$ cat src/rtl/atm_session_ctrl.sv
// ATM session controller: internal account table, request/response handshake,
// sequential table scan, per-account PIN lockout, session timeout and
// overflow-checked balance arithmetic.
module atm_session_ctrl #(
   parameter int NUM_ACC   = 16,
   parameter int ACC_W     = 12,
   parameter int PIN_W     = 4,
   parameter int BAL_W     = 16,
   parameter int INIT_BAL  = 500,
   parameter int TIMEOUT   = 100,
   parameter int MAX_TRIES = 3,
   localparam int IDX_W    = $clog2(NUM_ACC)
) (
   input  logic             clk,
   input  logic             rst,
   input  logic             prov_we,
   input  logic [IDX_W-1:0] prov_idx,
   input  logic [ACC_W-1:0] prov_acc,
   input  logic [PIN_W-1:0] prov_pin,
   input  logic             req_valid,
   output logic             req_ready,
   input  logic [2:0]       req_op,
   input  logic [ACC_W-1:0] req_acc,
   input  logic [PIN_W-1:0] req_pin,
   input  logic [ACC_W-1:0] req_dest,
   input  logic [BAL_W-1:0] req_amount,
   output logic             rsp_valid,
   output logic [2:0]       rsp_status,
   output logic [BAL_W-1:0] rsp_balance,
   output logic             session_act
);

   localparam int TMO_W = $clog2(TIMEOUT + 1);
   localparam int FC_W  = $clog2(MAX_TRIES + 1);

   localparam logic [2:0] OP_LOGIN    = 3'd0;
   localparam logic [2:0] OP_BALANCE  = 3'd1;
   localparam logic [2:0] OP_WITHDRAW = 3'd2;
   localparam logic [2:0] OP_DEPOSIT  = 3'd3;
   localparam logic [2:0] OP_TRANSFER = 3'd4;
   localparam logic [2:0] OP_LOGOUT   = 3'd5;

   localparam logic [2:0] ST_OK       = 3'd0;
   localparam logic [2:0] ST_BAD_CRED = 3'd1;
   localparam logic [2:0] ST_LOCKED   = 3'd2;
   localparam logic [2:0] ST_INSUFF   = 3'd3;
   localparam logic [2:0] ST_NO_DEST  = 3'd4;
   localparam logic [2:0] ST_OVERFLOW = 3'd5;
   localparam logic [2:0] ST_NOT_AUTH = 3'd6;
   localparam logic [2:0] ST_TIMEOUT  = 3'd7;

   typedef enum logic [2:0] {
      S_IDLE, S_SCAN, S_EXEC, S_RESP, S_SESSION
   } state_t;

   state_t state, state_nxt;

   // Account table
   logic [ACC_W-1:0] tab_acc   [NUM_ACC];
   logic [PIN_W-1:0] tab_pin   [NUM_ACC];
   logic [BAL_W-1:0] tab_bal   [NUM_ACC];
   logic [FC_W-1:0]  tab_fail  [NUM_ACC];
   logic             tab_valid [NUM_ACC];
   logic             tab_lock  [NUM_ACC];

   // Latched request and scan/session bookkeeping
   logic [2:0]       op_q;
   logic [ACC_W-1:0] acc_q;
   logic [PIN_W-1:0] pin_q;
   logic [ACC_W-1:0] dest_q;
   logic [BAL_W-1:0] amt_q;
   logic [IDX_W-1:0] scan_idx;
   logic [IDX_W-1:0] match_idx;
   logic             found;
   logic [IDX_W-1:0] sess_idx;
   logic [TMO_W-1:0] tmo_cnt;
   logic [2:0]       res_status;
   logic [BAL_W-1:0] res_bal;
   logic             res_sess;

   // Handshake: a request transfers on a rising edge where req_valid and
   // req_ready are both high; req_ready is high only in IDLE and SESSION.
   // Responses are single-cycle rsp_valid pulses with no backpressure.
   logic accept, prov_ok, tmo_hit;
   logic [ACC_W-1:0] scan_key;

   assign req_ready = (state == S_IDLE) || (state == S_SESSION);
   assign accept    = req_valid && req_ready;
   assign prov_ok   = prov_we && (state == S_IDLE) && !accept;
   assign tmo_hit   = (state == S_SESSION) && !accept && (tmo_cnt == TMO_W'(TIMEOUT - 1));
   assign scan_key  = (op_q == OP_LOGIN) ? acc_q : dest_q;

   // Execute-stage decision: status, resulting balance and table updates
   logic [2:0]       ex_status;
   logic [BAL_W-1:0] ex_bal;
   logic             ex_sess;
   logic             wr_own_en, wr_dst_en, login_ok, login_bad;
   logic [BAL_W-1:0] wr_own_val, wr_dst_val;
   logic [BAL_W-1:0] own_bal, dst_bal;
   logic [BAL_W:0]   own_sum, dst_sum;
   logic [FC_W-1:0]  fail_inc;

   assign own_bal  = tab_bal[sess_idx];
   assign dst_bal  = tab_bal[match_idx];
   assign own_sum  = {1'b0, own_bal} + {1'b0, amt_q};
   assign dst_sum  = {1'b0, dst_bal} + {1'b0, amt_q};
   assign fail_inc = tab_fail[match_idx] + FC_W'(1);

   // Next-state logic
   always_comb begin
      state_nxt = state;
      case (state)
         S_IDLE:    if (accept) state_nxt = (req_op == OP_LOGIN) ? S_SCAN : S_EXEC;
         S_SESSION: begin
            if (accept)       state_nxt = (req_op == OP_TRANSFER) ? S_SCAN : S_EXEC;
            else if (tmo_hit) state_nxt = S_IDLE;
         end
         S_SCAN:    if (scan_idx == IDX_W'(NUM_ACC - 1)) state_nxt = S_EXEC;
         S_EXEC:    state_nxt = S_RESP;
         S_RESP:    state_nxt = res_sess ? S_SESSION : S_IDLE;
         default:   state_nxt = S_IDLE;
      endcase
   end

   // Operation outcome evaluated while in EXEC
   always_comb begin
      ex_status  = ST_OK;
      ex_sess    = session_act;
      ex_bal     = session_act ? own_bal : '0;
      wr_own_en  = 1'b0;
      wr_own_val = own_bal;
      wr_dst_en  = 1'b0;
      wr_dst_val = dst_bal;
      login_ok   = 1'b0;
      login_bad  = 1'b0;
      if (op_q == OP_LOGIN) begin
         if (session_act)                   ex_status = ST_NOT_AUTH;
         else if (!found)                   ex_status = ST_BAD_CRED;
         else if (tab_lock[match_idx])      ex_status = ST_LOCKED;
         else if (pin_q != tab_pin[match_idx]) begin
            ex_status = ST_BAD_CRED;
            login_bad = 1'b1;
         end else begin
            login_ok = 1'b1;
            ex_sess  = 1'b1;
            ex_bal   = dst_bal;
         end
      end else if (!session_act || op_q > OP_LOGOUT) begin
         ex_status = ST_NOT_AUTH;
      end else begin
         case (op_q)
            OP_WITHDRAW: begin
               if (amt_q > own_bal) ex_status = ST_INSUFF;
               else begin
                  wr_own_en  = 1'b1;
                  wr_own_val = own_bal - amt_q;
                  ex_bal     = wr_own_val;
               end
            end
            OP_DEPOSIT: begin
               if (own_sum[BAL_W]) ex_status = ST_OVERFLOW;
               else begin
                  wr_own_en  = 1'b1;
                  wr_own_val = own_sum[BAL_W-1:0];
                  ex_bal     = wr_own_val;
               end
            end
            OP_TRANSFER: begin
               if (!found)                    ex_status = ST_NO_DEST;
               else if (amt_q > own_bal)      ex_status = ST_INSUFF;
               else if (dst_sum[BAL_W])       ex_status = ST_OVERFLOW;
               else if (match_idx != sess_idx) begin
                  wr_own_en  = 1'b1;
                  wr_own_val = own_bal - amt_q;
                  wr_dst_en  = 1'b1;
                  wr_dst_val = dst_sum[BAL_W-1:0];
                  ex_bal     = wr_own_val;
               end
            end
            OP_LOGOUT: begin
               ex_sess = 1'b0;
               ex_bal  = '0;
            end
            default: ;  // BALANCE: report current balance
         endcase
      end
   end

   // State register
   always_ff @(posedge clk or posedge rst) begin
      if (rst) state <= S_IDLE;
      else     state <= state_nxt;
   end

   // Request capture and sequential account scan (lowest matching slot wins)
   always_ff @(posedge clk or posedge rst) begin
      if (rst) begin
         op_q      <= '0;
         acc_q     <= '0;
         pin_q     <= '0;
         dest_q    <= '0;
         amt_q     <= '0;
         scan_idx  <= '0;
         match_idx <= '0;
         found     <= 1'b0;
      end else if (accept) begin
         op_q      <= req_op;
         acc_q     <= req_acc;
         pin_q     <= req_pin;
         dest_q    <= req_dest;
         amt_q     <= req_amount;
         scan_idx  <= '0;
         match_idx <= '0;
         found     <= 1'b0;
      end else if (state == S_SCAN) begin
         scan_idx <= scan_idx + IDX_W'(1);
         if (!found && tab_valid[scan_idx] && tab_acc[scan_idx] == scan_key) begin
            found     <= 1'b1;
            match_idx <= scan_idx;
         end
      end
   end

   // Account table: provisioning writes and EXEC-stage updates
   always_ff @(posedge clk or posedge rst) begin
      if (rst) begin
         for (int i = 0; i < NUM_ACC; i++) begin
            tab_acc[i]   <= '0;
            tab_pin[i]   <= '0;
            tab_bal[i]   <= '0;
            tab_fail[i]  <= '0;
            tab_valid[i] <= 1'b0;
            tab_lock[i]  <= 1'b0;
         end
      end else begin
         if (prov_ok) begin
            tab_acc[prov_idx]   <= prov_acc;
            tab_pin[prov_idx]   <= prov_pin;
            tab_bal[prov_idx]   <= BAL_W'(INIT_BAL);
            tab_fail[prov_idx]  <= '0;
            tab_valid[prov_idx] <= 1'b1;
            tab_lock[prov_idx]  <= 1'b0;
         end
         if (state == S_EXEC) begin
            if (wr_own_en) tab_bal[sess_idx]  <= wr_own_val;
            if (wr_dst_en) tab_bal[match_idx] <= wr_dst_val;
            if (login_ok)  tab_fail[match_idx] <= '0;
            if (login_bad) begin
               tab_fail[match_idx] <= fail_inc;
               if (fail_inc >= FC_W'(MAX_TRIES)) tab_lock[match_idx] <= 1'b1;
            end
         end
      end
   end

   // Session slot, idle timer and pending result
   always_ff @(posedge clk or posedge rst) begin
      if (rst) begin
         sess_idx   <= '0;
         tmo_cnt    <= '0;
         res_status <= '0;
         res_bal    <= '0;
         res_sess   <= 1'b0;
      end else begin
         if (state != S_SESSION || accept) tmo_cnt <= '0;
         else                              tmo_cnt <= tmo_cnt + TMO_W'(1);
         if (state == S_EXEC) begin
            res_status <= ex_status;
            res_bal    <= ex_bal;
            res_sess   <= ex_sess;
            if (login_ok) sess_idx <= match_idx;
         end
      end
   end

   // Response pulse and held status/balance/session outputs
   always_ff @(posedge clk or posedge rst) begin
      if (rst) begin
         rsp_valid   <= 1'b0;
         rsp_status  <= '0;
         rsp_balance <= '0;
         session_act <= 1'b0;
      end else if (state == S_RESP) begin
         rsp_valid   <= 1'b1;
         rsp_status  <= res_status;
         rsp_balance <= res_bal;
         session_act <= res_sess;
      end else if (tmo_hit) begin
         rsp_valid   <= 1'b1;
         rsp_status  <= ST_TIMEOUT;
         rsp_balance <= '0;
         session_act <= 1'b0;
      end else begin
         rsp_valid <= 1'b0;
      end
   end

endmodule
$ cat config.mk
export PLATFORM = sky130hd
export DESIGN_NAME = atm_session_ctrl
export DESIGN_NICKNAME = d
export VERILOG_FILES = /design/src/rtl/atm_session_ctrl.sv
export SDC_FILE = /design/constraint.sdc
export NUM_CORES = 2
export LEC_CHECK = 0
export BUFFER_PORTS_ARGS = -buffer_cell sky130_fd_sc_hd__buf_2
export CORE_ASPECT_RATIO = 1.4
export CORE_MARGIN = 4
export CORE_UTILIZATION = 40
export DETAILED_ROUTE_END_ITERATION = 16
export GPL_TIMING_DRIVEN = 0
export PLACE_DENSITY = 0.56
export SKIP_LAST_GASP = 1
export SLEW_MARGIN = 25
export SYNTH_ARGS = -nofsm -noshare
export SYNTH_HDL_FRONTEND = slang
export SYNTH_SLANG_ARGS = --single-unit
$ cat constraint.sdc
create_clock -name clk -period 23.6 [get_ports clk]
set_input_delay 4.72 -clock clk [delete_from_list [all_inputs] [get_ports clk]]
set_output_delay 4.72 -clock clk [all_outputs]
set_load 0.005 [all_outputs]
==> flow_metrics.py <==
metrics = {
    "pwr": {
        "irDropWorstVdd_mv": 0.112,
        "leakagePower_nw": 20.0,
        "p_per_area_mw_per_mm2": 121,
    },
    "worst_setup_path": {
        "crit_type": "flop to flop",
        "arrival_ps": 10310,
        "cp_max_fo": 10,
        "worst_path_most_repeated_cell": "buf_2",
        "cp-end-kind": "flop",
        "slowest_delay_ps": 910,
        "cp_top_family": "compound AO/OA/AOI/OAI gates",
        "path_buf_inv": 8,
        "start_kind": "flop",
        "critical_path.slowest_cell": "nand2_1",
        "r2r_slack_ps": 13810,
        "crit_path_cell_trace": "buf_2 > buf_2 > buf_2 > buf_2 > buf_2 > a211oi_1 > a21oi_1 > inv_1 > fa_1 > or2_1 > a2111oi_2 > o21ai_1 > a211oi_2 > nor3_2 > a21o_1 > buf_6 > buf_6 > nand2_1 > nand2_1 > o31ai_1 > a21oi_1",
        "crit_required_ps": 24120,
    },
    "detailed_routing": {
        "ant_nets": 0,
        "drt_iter0_drc": 5702,
        "wire_per_inst_um": 44.2,
        "drc": 0,
        "vias": 39100,
        "vias_per_cell": 6.89,
        "drtPass1Iterations": 7,
        "wirelength_mm": 251,
    },
    "synth": {
        "synth_cell_types": 93,
        "yosysWarnings": 0,
        "ys_ff_latch": 687,
        "synth_area_mm2": 0.0401,
        "synthFlopType": "dfrtp_1",
        "syn_inst": 4055,
        "synth_edf_count": 0,
        "syn_area_per_cell_um2": 9.88,
        "ys_seq_area_share_pct": 42.9,
        "async_flop_share_pct": 100,
        "synthesis.nets": 4186,
    },
    "timing": {
        "max_freq_ghz": 0.102,
        "setup_slack_ps": 13810,
        "finalSetupViolCount": 0,
        "hold_violations": 0,
        "fin_crit_sh_pct": 41.5,
        "slew_headroom_pct": 12.8,
        "clock_skew_ps": 30.6,
        "final_max_slew_viol_count": 0,
        "rsz0062_at_grt": "false",
        "max_slew.worst_pin.slew_ps": 1300,
        "post-route-min-period_ps": 9790,
        "setup_tns_ps": 0,
    },
    "placement": {
        "dp_hpwl_mm": 186,
        "port_buffers": 75,
        "gp_congestion": 1.11,
        "dpl_worst_slack_ps": 14480,
    },
    "global_routing": {
        "grt_pass1_vias": 38000,
        "overflow": 0,
        "use_met1_pct": 52.0,
        "grt_max_degree": 33,
        "grt_pass1_wl_mm": 338,
        "antenna_found_initial": 38,
        "grt_use_met2_pct": 69.2,
        "busiest_layer": "met2",
        "grt_use_met3_pct": 18.2,
        "grtUsageTotal_pct": 47.6,
    },
    "final_layout": {
        "drive_gt1_share_pct": 19.1,
        "area_growth_syn_to_layout_pct": 15.6,
        "regArea_mm2": 0.0172,
        "layout.cells.most_common": "nand2_1",
        "num-fill-cells": 9409,
        "final_cell_mix": "nand2_1 (1053), dfrtp_1 (687), mux4_2 (253)",
        "multi_input_area_mm2": 0.0217,
        "fin_nets": 4408,
    },
    "clock_tree": {
        "clockBufferDepth": 3,
        "clock_latency_ps": 690,
        "clkSinkCount": 687,
        "ctsHoldBuffers": 0,
        "cts_inserted_buffers": 77,
        "cts_setup_buffers": 0,
        "cts_tree": "yes",
        "path_clk_slew_ps": 70,
        "cts_resized": 0,
        "cts.htree.levels": 3,
        "clockRootBuffer": "clkbuf_16",
    },
    "floorplan": {
        "die_area_mm2": 0.105,
        "die_w_um": 276,
        "core-area_mm2": 0.0996,
        "start_util_pct": 40.2,
        "boundaryPins": 93,
        "std_cell_rows": 137,
        "die_h_um": 383,
    },
    "run": {
        "cap_viol_max_count": 0,
    },
    "hold_path": {
        "hp-class": "flop to flop",
    },
    "outcome": {
        "status": "finished clean",
    },
}
## report_power, final
group          internal, mW  switching, mW  leakage [nW]
Sequential             1.50          0.240          8.81
Combinational         0.800           1.74          9.91
Clock                 0.740          0.570          1.28
Total                  3.04           2.55          20.0
## routing by layer
metal  routed length (um)  share of wire (%)
met4                32500                 13
met1                82300                 33
met3                28400                 11
met5                  131              0.052
met2               108000                 43
## kinds of logic (layout without fill, tap and decap cells)
logic type	Yosys count	in the layout	share of synthesized area (%)
mux	326	326	16.2
buf+inv	375	656	3.95
simple gates	1629	1629	17.6
other cells	0	22	0
xor+xnor	73	73	1.60
compound gates	905	905	15.9
flops	687	687	42.9
fa+ha+maj	60	60	1.93
## cells in the mapped netlist, drive strengths merged, types with 37 or more instances
| cell | number | area [um2] |
|---|---|---|
| buf | 102 | 559 |
| nand2 | 1058 | 3970 |
| nor3 | 81 | 435 |
| dfrtp | 687 | 17200 |
| mux4 | 253 | 5700 |
| nand2b | 37 | 231 |
| nand3 | 60 | 300 |
| a211oi | 44 | 340 |
| clkbuf | 218 | 818 |
| o211ai | 43 | 323 |
| nor2 | 235 | 882 |
| inv | 53 | 199 |
| xnor2 | 44 | 385 |
| a22o | 52 | 455 |
| ha | 57 | 713 |
| a21oi | 241 | 1240 |
| mux2i | 37 | 370 |
| a221oi | 89 | 810 |
| o21ai | 149 | 753 |
## final cells by class
type | instances | share of cell area (%)
Tap cell | 1320 | 3.57
Multi-Input combinational cell | 2993 | 46.9
Buffer | 320 | 3.15
Antenna cell | 22 | 0.119
Timing Repair Buffer | 143 | 3.13
Sequential cell | 687 | 37.1
Clock inverter | 29 | 0.845
Inverter | 55 | 0.454
Clock buffer | 109 | 4.74
## metrics by stage
stage	utilization, %	std cells	total power [mW]	hold slack, ps	area, um2
3_3_place_gp	42.3	5450	4.11	439	42100
6_report	46.5	5678	5.59	458	46300
4_1_cts	46.4	5652	5.46	458	46200
2_1_floorplan	-	4055	3.10	425	40100
5_1_grt	46.5	5663	5.74	466	46300
3_5_place_dp	43.8	5514	4.16	448	43600
## sequential cells by signal, summed over array words and instances (netlist names), 4 cells and up
register,flops
acc_q,12
amt_q,16
dest_q,12
match_idx,4
pin_q,4
res_bal,16
rsp_balance,16
scan_idx,4
sess_idx,4
tab_acc,192
tab_bal,256
tab_fail,32
tab_lock,16
tab_pin,64
tab_valid,16
tmo_cnt,7
## worst paths after layout
kind,start,endpoint,cells after the start
setup reg to reg,sess_idx[0],tab_bal[165],21
setup / recovery,sess_idx[0],tab_bal[165],21
min in group asynchronous,rst,tab_bal[88],2
hold reg to reg,tmo_cnt[0],tmo_cnt[0],1
max in group asynchronous,rst,tab_pin[4],8
hold / removal,tmo_cnt[0],tmo_cnt[0],1
No activity file was read; power rests on OpenSTA's default activity.
